--- src/rtl/mul_div_if.sv ---
// mul_div_if: request/result bundle between the execute stage and the multiply/divide unit.
interface mul_div_if #(parameter int WIDTH = 32);
    logic             start;
    logic [2:0]       op;
    logic [WIDTH-1:0] op_1;
    logic [WIDTH-1:0] op_2;
    logic             flush;
    logic             busy;
    logic             done;
    logic             div_zero;
    logic [WIDTH-1:0] hi;
    logic [WIDTH-1:0] lo;
    modport master (output start, op, op_1, op_2, flush, input busy, done, div_zero, hi, lo);
    modport slave (input start, op, op_1, op_2, flush, output busy, done, div_zero, hi, lo);
endinterface

--- src/rtl/mul_div_unit.sv ---
// mul_div_unit: iterative MULT/MULTU/DIV/DIVU/MTHI/MTLO with HI/LO registers and a start/busy/done handshake.
module mul_div_unit #(
    parameter int WIDTH = 32
) (
    input logic      clk,
    input logic      rst_n,
    mul_div_if.slave bus
);
    localparam int CNT_W = $clog2(WIDTH + 1);
    typedef enum logic [1:0] {IDLE, RUN, FIX} state_t;
    state_t             state, nxt;
    logic [CNT_W-1:0]   cnt;
    logic [2*WIDTH-1:0] p, p_fix;
    logic [WIDTH-1:0]   a, m1, m2, q_fix, r_fix, hi, lo;
    logic [WIDTH:0]     msum, dtry;
    logic               is_div, neg_p, neg_r, dz, done, div_zero, sgn, req;
    assign bus.busy     = state != IDLE;
    assign bus.done     = done;
    assign bus.div_zero = div_zero;
    assign bus.hi       = hi;
    assign bus.lo       = lo;
    always_ff @(posedge clk or negedge rst_n) begin
        if (!rst_n) state <= IDLE;
        else        state <= nxt;
    end
    // p holds {accumulator, multiplier} for multiply and {remainder, quotient} for divide
    always_comb begin
        sgn   = !bus.op[0];
        req   = bus.start && !bus.op[2];
        m1    = (sgn && bus.op_1[WIDTH-1]) ? -bus.op_1 : bus.op_1;
        m2    = (sgn && bus.op_2[WIDTH-1]) ? -bus.op_2 : bus.op_2;
        msum  = {1'b0, p[2*WIDTH-1:WIDTH]} + (p[0] ? {1'b0, a} : '0);
        dtry  = {p[2*WIDTH-1:WIDTH], p[WIDTH-1]} - {1'b0, a};
        p_fix = neg_p ? -p : p;
        q_fix = dz ? '1 : (neg_p ? -p[WIDTH-1:0] : p[WIDTH-1:0]);
        r_fix = neg_r ? -p[2*WIDTH-1:WIDTH] : p[2*WIDTH-1:WIDTH];
        nxt   = (state == IDLE) ? (req ? RUN : IDLE) :
                (bus.flush || state == FIX) ? IDLE :
                (cnt == CNT_W'(WIDTH - 1)) ? FIX : RUN;
    end
    always_ff @(posedge clk or negedge rst_n) begin
        if (!rst_n) begin
            cnt      <= '0;
            p        <= '0;
            a        <= '0;
            is_div   <= 1'b0;
            neg_p    <= 1'b0;
            neg_r    <= 1'b0;
            dz       <= 1'b0;
            hi       <= '0;
            lo       <= '0;
            done     <= 1'b0;
            div_zero <= 1'b0;
        end else begin
            done     <= 1'b0;
            div_zero <= 1'b0;
            if (state == IDLE && bus.start) begin
                if (bus.op == 3'b100) hi <= bus.op_1;
                if (bus.op == 3'b101) lo <= bus.op_1;
                if (req) begin
                    cnt    <= '0;
                    is_div <= bus.op[1];
                    neg_p  <= sgn && (bus.op_1[WIDTH-1] ^ bus.op_2[WIDTH-1]);
                    neg_r  <= sgn && bus.op_1[WIDTH-1];
                    dz     <= bus.op_2 == '0;
                    p      <= {{WIDTH{1'b0}}, bus.op[1] ? m1 : m2};
                    a      <= bus.op[1] ? m2 : m1;
                end
            end else if (state == RUN && !bus.flush) begin
                cnt <= cnt + 1'b1;
                p   <= !is_div ? {msum, p[WIDTH-1:1]} :
                       dtry[WIDTH] ? {p[2*WIDTH-2:0], 1'b0} :
                       {dtry[WIDTH-1:0], p[WIDTH-2:0], 1'b1};
            end else if (state == FIX && !bus.flush) begin
                hi       <= is_div ? r_fix : p_fix[2*WIDTH-1:WIDTH];
                lo       <= is_div ? q_fix : p_fix[WIDTH-1:0];
                div_zero <= is_div && dz;
                done     <= 1'b1;
            end
        end
    end
endmodule

--- src/flat_wrapper.sv ---
// flat-port wrapper written by rule: the top's interface ports become plain ports
module mul_div_unit_flat 
#(
    parameter int WIDTH = 32
)
  (clk, rst_n, bus_start, bus_op, bus_op_1, bus_op_2, bus_flush, bus_busy, bus_done, bus_div_zero, bus_hi, bus_lo);
  mul_div_if #(.WIDTH(WIDTH)) bus_i ();
  input logic clk;
  input logic rst_n;
  input wire logic [$bits(bus_i.start)-1:0] bus_start;
  input wire logic [$bits(bus_i.op)-1:0] bus_op;
  input wire logic [$bits(bus_i.op_1)-1:0] bus_op_1;
  input wire logic [$bits(bus_i.op_2)-1:0] bus_op_2;
  input wire logic [$bits(bus_i.flush)-1:0] bus_flush;
  output wire logic [$bits(bus_i.busy)-1:0] bus_busy;
  output wire logic [$bits(bus_i.done)-1:0] bus_done;
  output wire logic [$bits(bus_i.div_zero)-1:0] bus_div_zero;
  output wire logic [$bits(bus_i.hi)-1:0] bus_hi;
  output wire logic [$bits(bus_i.lo)-1:0] bus_lo;
  assign bus_i.start = bus_start;
  assign bus_i.op = bus_op;
  assign bus_i.op_1 = bus_op_1;
  assign bus_i.op_2 = bus_op_2;
  assign bus_i.flush = bus_flush;
  assign bus_busy = bus_i.busy;
  assign bus_done = bus_i.done;
  assign bus_div_zero = bus_i.div_zero;
  assign bus_hi = bus_i.hi;
  assign bus_lo = bus_i.lo;
  mul_div_unit #(.WIDTH(WIDTH)) u_core (.clk(clk), .rst_n(rst_n), .bus(bus_i));
endmodule
--- config.mk ---
export PLATFORM = sky130hd
export DESIGN_NAME = mul_div_unit_flat
export DESIGN_NICKNAME = d
export VERILOG_FILES = /design/src/rtl/mul_div_if.sv /design/src/rtl/mul_div_unit.sv /design/src/flat_wrapper.sv
export SDC_FILE = /design/constraint.sdc
export NUM_CORES = 1
export LEC_CHECK = 0
export ABC_AREA = 1
export BUFFER_PORTS_ARGS = -buffer_cell sky130_fd_sc_hd__buf_4
export CELL_PAD_IN_SITES_DETAIL_PLACEMENT = 1
export CELL_PAD_IN_SITES_GLOBAL_PLACEMENT = 1
export CORE_UTILIZATION = 35
export DETAILED_ROUTE_END_ITERATION = 6
export PLACE_DENSITY_LB_ADDON = 0.15
export SLEW_MARGIN = 0
export SYNTH_ARGS = -nofsm -noshare
export SYNTH_HDL_FRONTEND = slang
export SYNTH_SLANG_ARGS = --single-unit
--- constraint.sdc ---
create_clock -name clk -period 2.8 [get_ports clk]
set_input_delay 0.42 -clock clk [delete_from_list [all_inputs] [get_ports clk]]
set_output_delay 0.42 -clock clk [all_outputs]
set_load 0.03 [all_outputs]
==> results of run 1 <==
==> registers in the layout, indices dropped and copies added, names as in the netlist, 2 cells and up <==
signal	count
u_core.p	64
u_core.state	2
u_core.cnt	6
u_core.bus.hi	32
u_core.a	32
u_core.bus.lo	32
==> worst register-to-register path: stages (launching register included) <==
cell and delay [ps]:
dfrtp_1 620, ha_1 410, a21oi_1 230, nand2_2 90, nand2_2 70, nand2_2 70, nand2_2 70, nand2_2 60
nand2_2 120, nand2_2 80, nand2_2 120, nand2_8 110, buf_4 180, nand2_1 70, nand3_2 110, nand3_1 120
nand2_1 50
==> area by class of cell <==
type                    instances  area, um^2
fillers                      7056       30060
multi-input cells            2459       11970
flip-flops and latches        174        4367
repair buffers                270        2071
inverters                     452        1697
well taps                     680       850.8
clock buffers                  19       452.9
clock inverters                13       146.4
diodes                          1       2.502
==> worst max-delay path by stage <==
| stage | from | to | slack [ps] | depth (start not counted) |
|---|---|---|---|---|
| global route | u_core.p[0]$_DFFE_PN0P_ | u_core.p[43]$_DFFE_PN0P_ | -40 | 20 |
| floorplan | u_core.p[0]$_DFFE_PN0P_ | u_core.p[47]$_DFFE_PN0P_ | 240 | 19 |
| finish | u_core.p[34]$_DFFE_PN0P_ | u_core.p[59]$_DFFE_PN0P_ | 130 | 16 |
| CTS | u_core.a[0]$_DFFE_PN0P_ | u_core.p[59]$_DFFE_PN0P_ | 0.4 | 18 |
| detailed placement | u_core.a[19]$_DFFE_PN0P_ | u_core.p[59]$_DFFE_PN0P_ | -30 | 18 |
| global placement | u_core.a[19]$_DFFE_PN0P_ | u_core.p[59]$_DFFE_PN0P_ | -10 | 18 |
==> per-stage QoR <==
step	area [um^2]	setup WS, ps	utilization
after global routing	21550	-38.95	0.4175
after CTS	21400	0.3832	0.4146
after detailed placement	20790	-34.84	0.4027
final	21550	126.8	0.4176
after global placement	20790	-13.93	0.4027
after floorplan	18380	235.5	-
==> per-layer routing <==
| metal | GRT usage | vias to the layer above | share of wire |
|---|---|---|---|
| li1 | - | 10594 | - |
| met1 | 0.4455 | 11130 | 0.42 |
| met2 | 0.5905 | 744 | 0.46 |
| met3 | 0.05241 | 191 | 0.052 |
| met4 | 0.2028 | 0 | 0.061 |
| met5 | 0 | - | 0 |
==> timing repair <==
action	CTS	global route
hold buffers	1	0
resized for setup	1	36
hold endpoints to repair	42	0
setup endpoints to repair	1	40
cloned	0	0
setup buffers	0	5
pin swaps	0	4
==> cell usage in the layout (no fill, tap or decap), types with 34 or more instances in the layout <==
master and count:
a21oi_1 175, buf_4 265, dfrtp_1 166, ha_1 68, inv_1 441, nand2_1 931
nand3_1 349, nand4_1 38, nor2_1 416, nor3_1 34, o21ai_0 170, xor2_1 55
==> cells by family (layout without fill, tap and decap cells) <==
family | after synthesis | in the layout | share of synthesized area
buffers and inverters | 561 | 754 | 0.1187
AND/OR/NAND/NOR | 1851 | 1851 | 0.4211
other | 0 | 1 | 0
adder cells (fa/ha/maj) | 71 | 71 | 0.04915
flip-flops | 174 | 174 | 0.2369
AO/OA/AOI/OAI | 467 | 467 | 0.1408
XOR/XNOR | 70 | 70 | 0.03335
==> power by group through the flow <==
| stage | logic, mW | registers, mW | clock network (mW) |
|---|---|---|---|
| 3_3_place_gp | 14.7 | 4.29 | 0 |
| 2_1_floorplan | 8.67 | 4.78 | 0 |
| 5_1_grt | 16.9 | 4.37 | 2.68 |
| 3_5_place_dp | 15.0 | 4.32 | 0 |
| 4_1_cts | 15.1 | 4.28 | 2.60 |
| 6_report | 15.4 | 4.30 | 2.58 |
==> synthesized netlist by cell type (4+ instances only) <==
| library cell | n | area, um^2 |
|---|---|---|
| a21o_1 | 7 | 52.55 |
| a21oi_1 | 179 | 895.9 |
| a22oi_1 | 13 | 97.59 |
| a31oi_1 | 18 | 112.6 |
| and2_1 | 4 | 25.02 |
| buf_1 | 17 | 63.81 |
| buf_2 | 28 | 140.1 |
| buf_6 | 5 | 56.30 |
| clkbuf_1 | 58 | 217.7 |
| dfrtp_1 | 174 | 4354 |
| ha_1 | 69 | 863.3 |
| inv_1 | 443 | 1663 |
| inv_2 | 6 | 22.52 |
| nand2_1 | 940 | 3528 |
| nand2_2 | 14 | 87.58 |
| nand3_1 | 352 | 1762 |
| nand3b_1 | 11 | 82.58 |
| nand4_1 | 38 | 237.7 |
| nor2_1 | 422 | 1584 |
| nor2_2 | 10 | 62.56 |
| nor3_1 | 35 | 175.2 |
| nor4_1 | 7 | 43.79 |
| o211ai_1 | 31 | 232.7 |
| o21ai_0 | 171 | 855.8 |
| o21ai_1 | 13 | 65.06 |
| o21bai_1 | 11 | 82.58 |
| o221ai_1 | 11 | 96.34 |
| or2_2 | 7 | 43.79 |
| xnor2_1 | 14 | 122.6 |
| xor2_1 | 56 | 490.5 |
==> flow_metrics.py, run 1 <==
metrics = {
    "synthesis": {
        "postSynth.asyncResetShare": 1.000,
        "yosys.cell_types.count": 44,
        "syn_area_um2": 18380,
        "ys.flop_type": "dfrtp_1",
        "synth.net_count": 3336,
        "yosysSeqAreaShare": 0.2369,
        "syn_inst": 3194,
        "synth-seq-cells": 174,
        "synth_enable_flop_cells": 0,
        "syn_avg_cell_area_um2": 5.755,
        "yosysWarnings": 0,
    },
    "worst_setup_path": {
        "worstSetupPathType": "reg -> reg",
        "path_buf_inv": 1,
        "worstRegToRegCells": 16,
        "max_stage_delay_ps": 620,
        "critPathMaxFanout": 12,
        "worstPathRequired_ps": 3170,
        "critPathMostFrequentCell": "nand2_2",
        "crit_slowest_cell": "dfrtp_1",
        "startpoint_type": "flip-flop",
        "path_delay_family": "simple AND/OR/NAND/NOR gates",
        "worstSetupEndpointType": "flip-flop",
        "rrSetupSlack_ps": 130,
        "critPathArrivalTime_ps": 3040,
        "crit_chain": "ha_1 -> a21oi_1 -> nand2_2 -> nand2_2 -> nand2_2 -> nand2_2 -> nand2_2 -> nand2_2 -> nand2_2 -> nand2_2 -> nand2_8 -> buf_4 -> nand2_1 -> nand3_2 -> nand3_1 -> nand2_1",
        "rr_startpoint": "u_core.p[34]$_DFFE_PN0P_",
        "rr_endpoint": "u_core.p[59]$_DFFE_PN0P_",
    },
    "detailed_routing": {
        "vias": 22659,
        "first_iter_violations": 1613,
        "viasPerCell": 5.570,
        "drc_errors": 0,
        "drt_pass1_iterations": 5,
        "antenna_left": 0,
        "wl_um": 95570,
        "post_drt_wl_per_cell_um": 23.49,
    },
    "clock_network": {
        "cts_tree": "built",
        "cts_buffer_depth": 2,
        "numCtsBuffers": 17,
        "cts_sinks": 174,
        "clk_pin_slew_ps": 90,
        "htreeDepth": 4,
        "clock_latency_ps": 490,
        "cts_root_buf": "clkbuf_16",
    },
    "place": {
        "hpwl_um": 78990,
        "portBuffers": 137,
        "dp.cells": 4029,
        "gp_congestion": 0.9977,
    },
    "grt": {
        "grt_pass1_wl_um": 142600,
        "grt_pass1_vias": 23142,
        "antenna_found_initial": 2,
        "grt_max_degree": 54,
        "grt.total_usage": 0.3579,
        "overflow": 0,
    },
    "sta": {
        "setup_viol": 0,
        "rsz0062_at_grt": "true",
        "hold_violations": 0,
        "fmax_ghz": 0.3741,
        "hold_ws_ps": 114.9,
        "worst_pin_slew_ps": 783.9,
        "slew_headroom": 0.4718,
        "finClkSkew_ps": 18.02,
        "slew_viol_final": 0,
        "fin_crit_ps": 2673,
        "finalCritPeriodShare": 0.9547,
        "tns_ps": 0,
    },
    "power_and_ir_drop": {
        "swShare": 0.5690,
        "p_sw_mw": 12.70,
        "leakage_nw": 11.44,
        "seqPwrFrac": 0.193,
        "power.total_mw": 22.32,
        "clkPwrFrac": 0.115,
        "pwr-share-comb": 0.692,
        "ir_worst_vdd_v": 0.0005079,
        "internal_power_mw": 9.622,
        "power.density_nw_per_um2": 1036,
    },
    "floorplanning": {
        "ioPinCount": 138,
        "num_rows": 83,
        "die_w_um": 231.2,
        "initial_core_util": 0.3561,
        "core_um2": 51610,
        "dieArea_um2": 53440,
        "die_h_um": 231.2,
    },
    "layout": {
        "drive_gt1_frac": 0.1143,
        "nets": 3516,
        "finalNonFillerCells": 4068,
        "area_growth_pct": 17.26,
    },
    "job": {
        "max_cap_violations": 0,
    },
    "worst_hold_path": {
        "hp-start": "bus_flush",
        "hold_path_depth": 2,
        "hold_class": "in -> reg",
        "holdPathEnd": "u_core.bus.div_zero$_DFF_PN0_",
    },
    "outcome": {
        "run_status": "finished, final reports clean",
    },
}
Power figures use the tool's default switching activity.
==> inputs of run 2 (changes only) <==
- BUFFER_PORTS_ARGS: -buffer_cell sky130_fd_sc_hd__buf_4 -> default
- CORE_MARGIN: default -> 4
- DONT_BUFFER_PORTS: default -> 1
==> flow_metrics.py, run 2 (synthesis results as in run 1) <==
metrics = {
    "power_and_ir_drop": {
        "pwr-share-comb": 0.648,
        "power.density_nw_per_um2": 1062,
        "clkPwrFrac": 0.116,
        "leakage_nw": 10.74,
        "swShare": 0.5806,
        "internal_power_mw": 9.115,
        "seqPwrFrac": 0.235,
        "p_sw_mw": 12.62,
        "ir_worst_vdd_v": 0.0005922,
    },
    "clock_network": {
        "htreeDepth": 4,
        "clock_latency_ps": 520,
        "cts_sinks": 174,
        "cts_tree": "built",
        "clk_pin_slew_ps": 80,
        "cts_root_buf": "clkbuf_16",
        "cts_hold_buf": 1,
        "cts_buffer_depth": 2,
        "numCtsBuffers": 17,
    },
    "layout": {
        "drive_gt1_frac": 0.07922,
        "final_cell_mix": "nand2_1, inv_1, nor2_1, nand3_1, o21ai_0",
        "area_growth_pct": 11.37,
        "regMostFlops": "u_core.p",
        "regArea_um2": 4369,
        "final_common_cell": "nand2_1",
        "diodes": 0,
        "multiInputGateArea_um2": 12010,
        "nFillCells": 7022,
        "largest_register_ffs": 64,
        "nets": 3373,
        "utilization": 0.3966,
    },
    "detailed_routing": {
        "first_iter_violations": 1597,
        "viasPerCell": 5.596,
        "post_drt_wl_per_cell_um": 24.75,
        "antenna_left": 0,
        "vias": 21957,
        "wl_um": 97100,
        "drc_errors": 0,
        "drt_pass1_iterations": 6,
    },
    "worst_setup_path": {
        "rr_startpoint": "u_core.p[34]$_DFFE_PN0P_",
        "worstSetupEndpointType": "flip-flop",
        "rr_endpoint": "u_core.p[63]$_DFFE_PN0P_",
        "worstRegToRegCells": 16,
        "crit_path_end": "u_core.p[63]$_DFFE_PN0P_",
        "cp-startpoint": "u_core.p[34]$_DFFE_PN0P_",
        "startpoint_type": "flip-flop",
        "rrSetupSlack_ps": 100,
        "worstPathRequired_ps": 3200,
        "worstSetupPathType": "reg -> reg",
        "critPathArrivalTime_ps": 3100,
        "critPathMaxFanout": 17,
    },
    "grt": {
        "grt.total_usage": 0.3366,
        "grt_max_degree": 175,
        "grt_pass1_vias": 22081,
        "grt_pass1_wl_um": 142000,
        "antenna_found_initial": 1,
        "overflow": 0,
    },
    "sta": {
        "finClkSkew_ps": 19.24,
        "fmax_ghz": 0.3708,
        "tns_ps": 0,
        "hold_violations": 174,
        "setup_viol": 0,
        "fin_ws_ps": 103.5,
        "finalCritPeriodShare": 0.9631,
        "slew_headroom": 0.4814,
        "hold_ws_ps": -403.0,
        "fin_crit_ps": 2697,
        "slew_viol_final": 0,
        "worst_pin_slew_ps": 776.1,
    },
    "worst_hold_path": {
        "hold_class": "in -> async",
    },
    "outcome": {
        "violations": "hold timing",
        "run_status": "finished, violations left",
    },
    "place": {
        "hpwl_um": 79900,
        "place_ws_ps": -167.6,
        "gp_congestion": 0.9775,
        "portBuffers": 0,
    },
    "floorplanning": {
        "initial_core_util": 0.3561,
        "ioPinCount": 138,
        "num_rows": 83,
        "dieArea_um2": 56250,
        "die_w_um": 237.2,
        "die_h_um": 237.2,
        "core_um2": 51610,
    },
    "job": {
        "max_cap_violations": 0,
    },
}
==> run 2: timing repair <==
item / CTS / global route
pin swaps: 0 / 3
hold endpoints to repair: 175 / 174
setup buffers: 0 / 4
setup endpoints to repair: 3 / 62
gates resized for setup: 3 / 50
gates cloned: 0 / 0
==> run 2: worst max-delay path, stage by stage, from the launching register on <==
cell and delay [ps]:
dfrtp_1 640, ha_1 400, a21oi_1 210, nand2_2 80, nand2_2 60, nand2_2 90
nand2_2 80, nand2_2 60, nand2_2 130, nand2_2 80, nand2_2 100, nand2_4 90
buf_12 160, nand3_1 120, nand3_1 130, nand2_1 100, nand2_1 50
==> run 2: area by class of cell <==
class	instances	share of cell area
multi-input combinational	2459	0.5867
clock buffer	19	0.02115
sequential	174	0.2134
timing repair buffer	127	0.04792
inverter	452	0.08288
tap	680	0.04156
clock inverter	13	0.006357
==> run 2: power by group through the flow <==
stage          combinational (mW)  sequential [mW]  clock, mW
2_1_floorplan                8.67             4.78          0
3_3_place_gp                 13.4             5.13          0
3_5_place_dp                 13.7             5.15          0
4_1_cts                      13.8             5.10       2.58
5_1_grt                      15.5             5.18       2.67
6_report                     14.1             5.11       2.53
==> run 2: per-stage QoR <==
step | area (um^2) | total power, mW | hold slack [ps] | cells
2_1_floorplan | 18380 | 13.45 | 124.4 | 3194
3_3_place_gp | 19700 | 18.57 | 129.8 | 3887
3_5_place_dp | 19700 | 18.82 | 130.2 | 3887
4_1_cts | 20280 | 21.44 | -420.2 | 3920
5_1_grt | 20470 | 23.37 | -426.3 | 3924
6_report | 20470 | 21.73 | -403.0 | 3924
==> run 2: worst min path at each step <==
stage,startpoint,endpoint,cells past startpoint
finish,rst_n,u_core.bus.lo[2]$_DFFE_PN0P_,0
global route,rst_n,u_core.bus.lo[5]$_DFFE_PN0P_,0
CTS,rst_n,u_core.bus.lo[18]$_DFFE_PN0P_,0
detailed placement,rst_n,u_core.bus.lo[2]$_DFFE_PN0P_,0
global placement,rst_n,u_core.bus.lo[5]$_DFFE_PN0P_,0
floorplan,rst_n,u_core.a[0]$_DFFE_PN0P_,0
==> run 2: metal layers <==
layer / part of all wire / track usage / wire [um]
met4: 0.059 / 0.1684 / 5728
met3: 0.061 / 0.06277 / 5897
met2: 0.46 / 0.5417 / 44270
met5: 0.00013 / 0 / 13
met1: 0.42 / 0.4343 / 41190
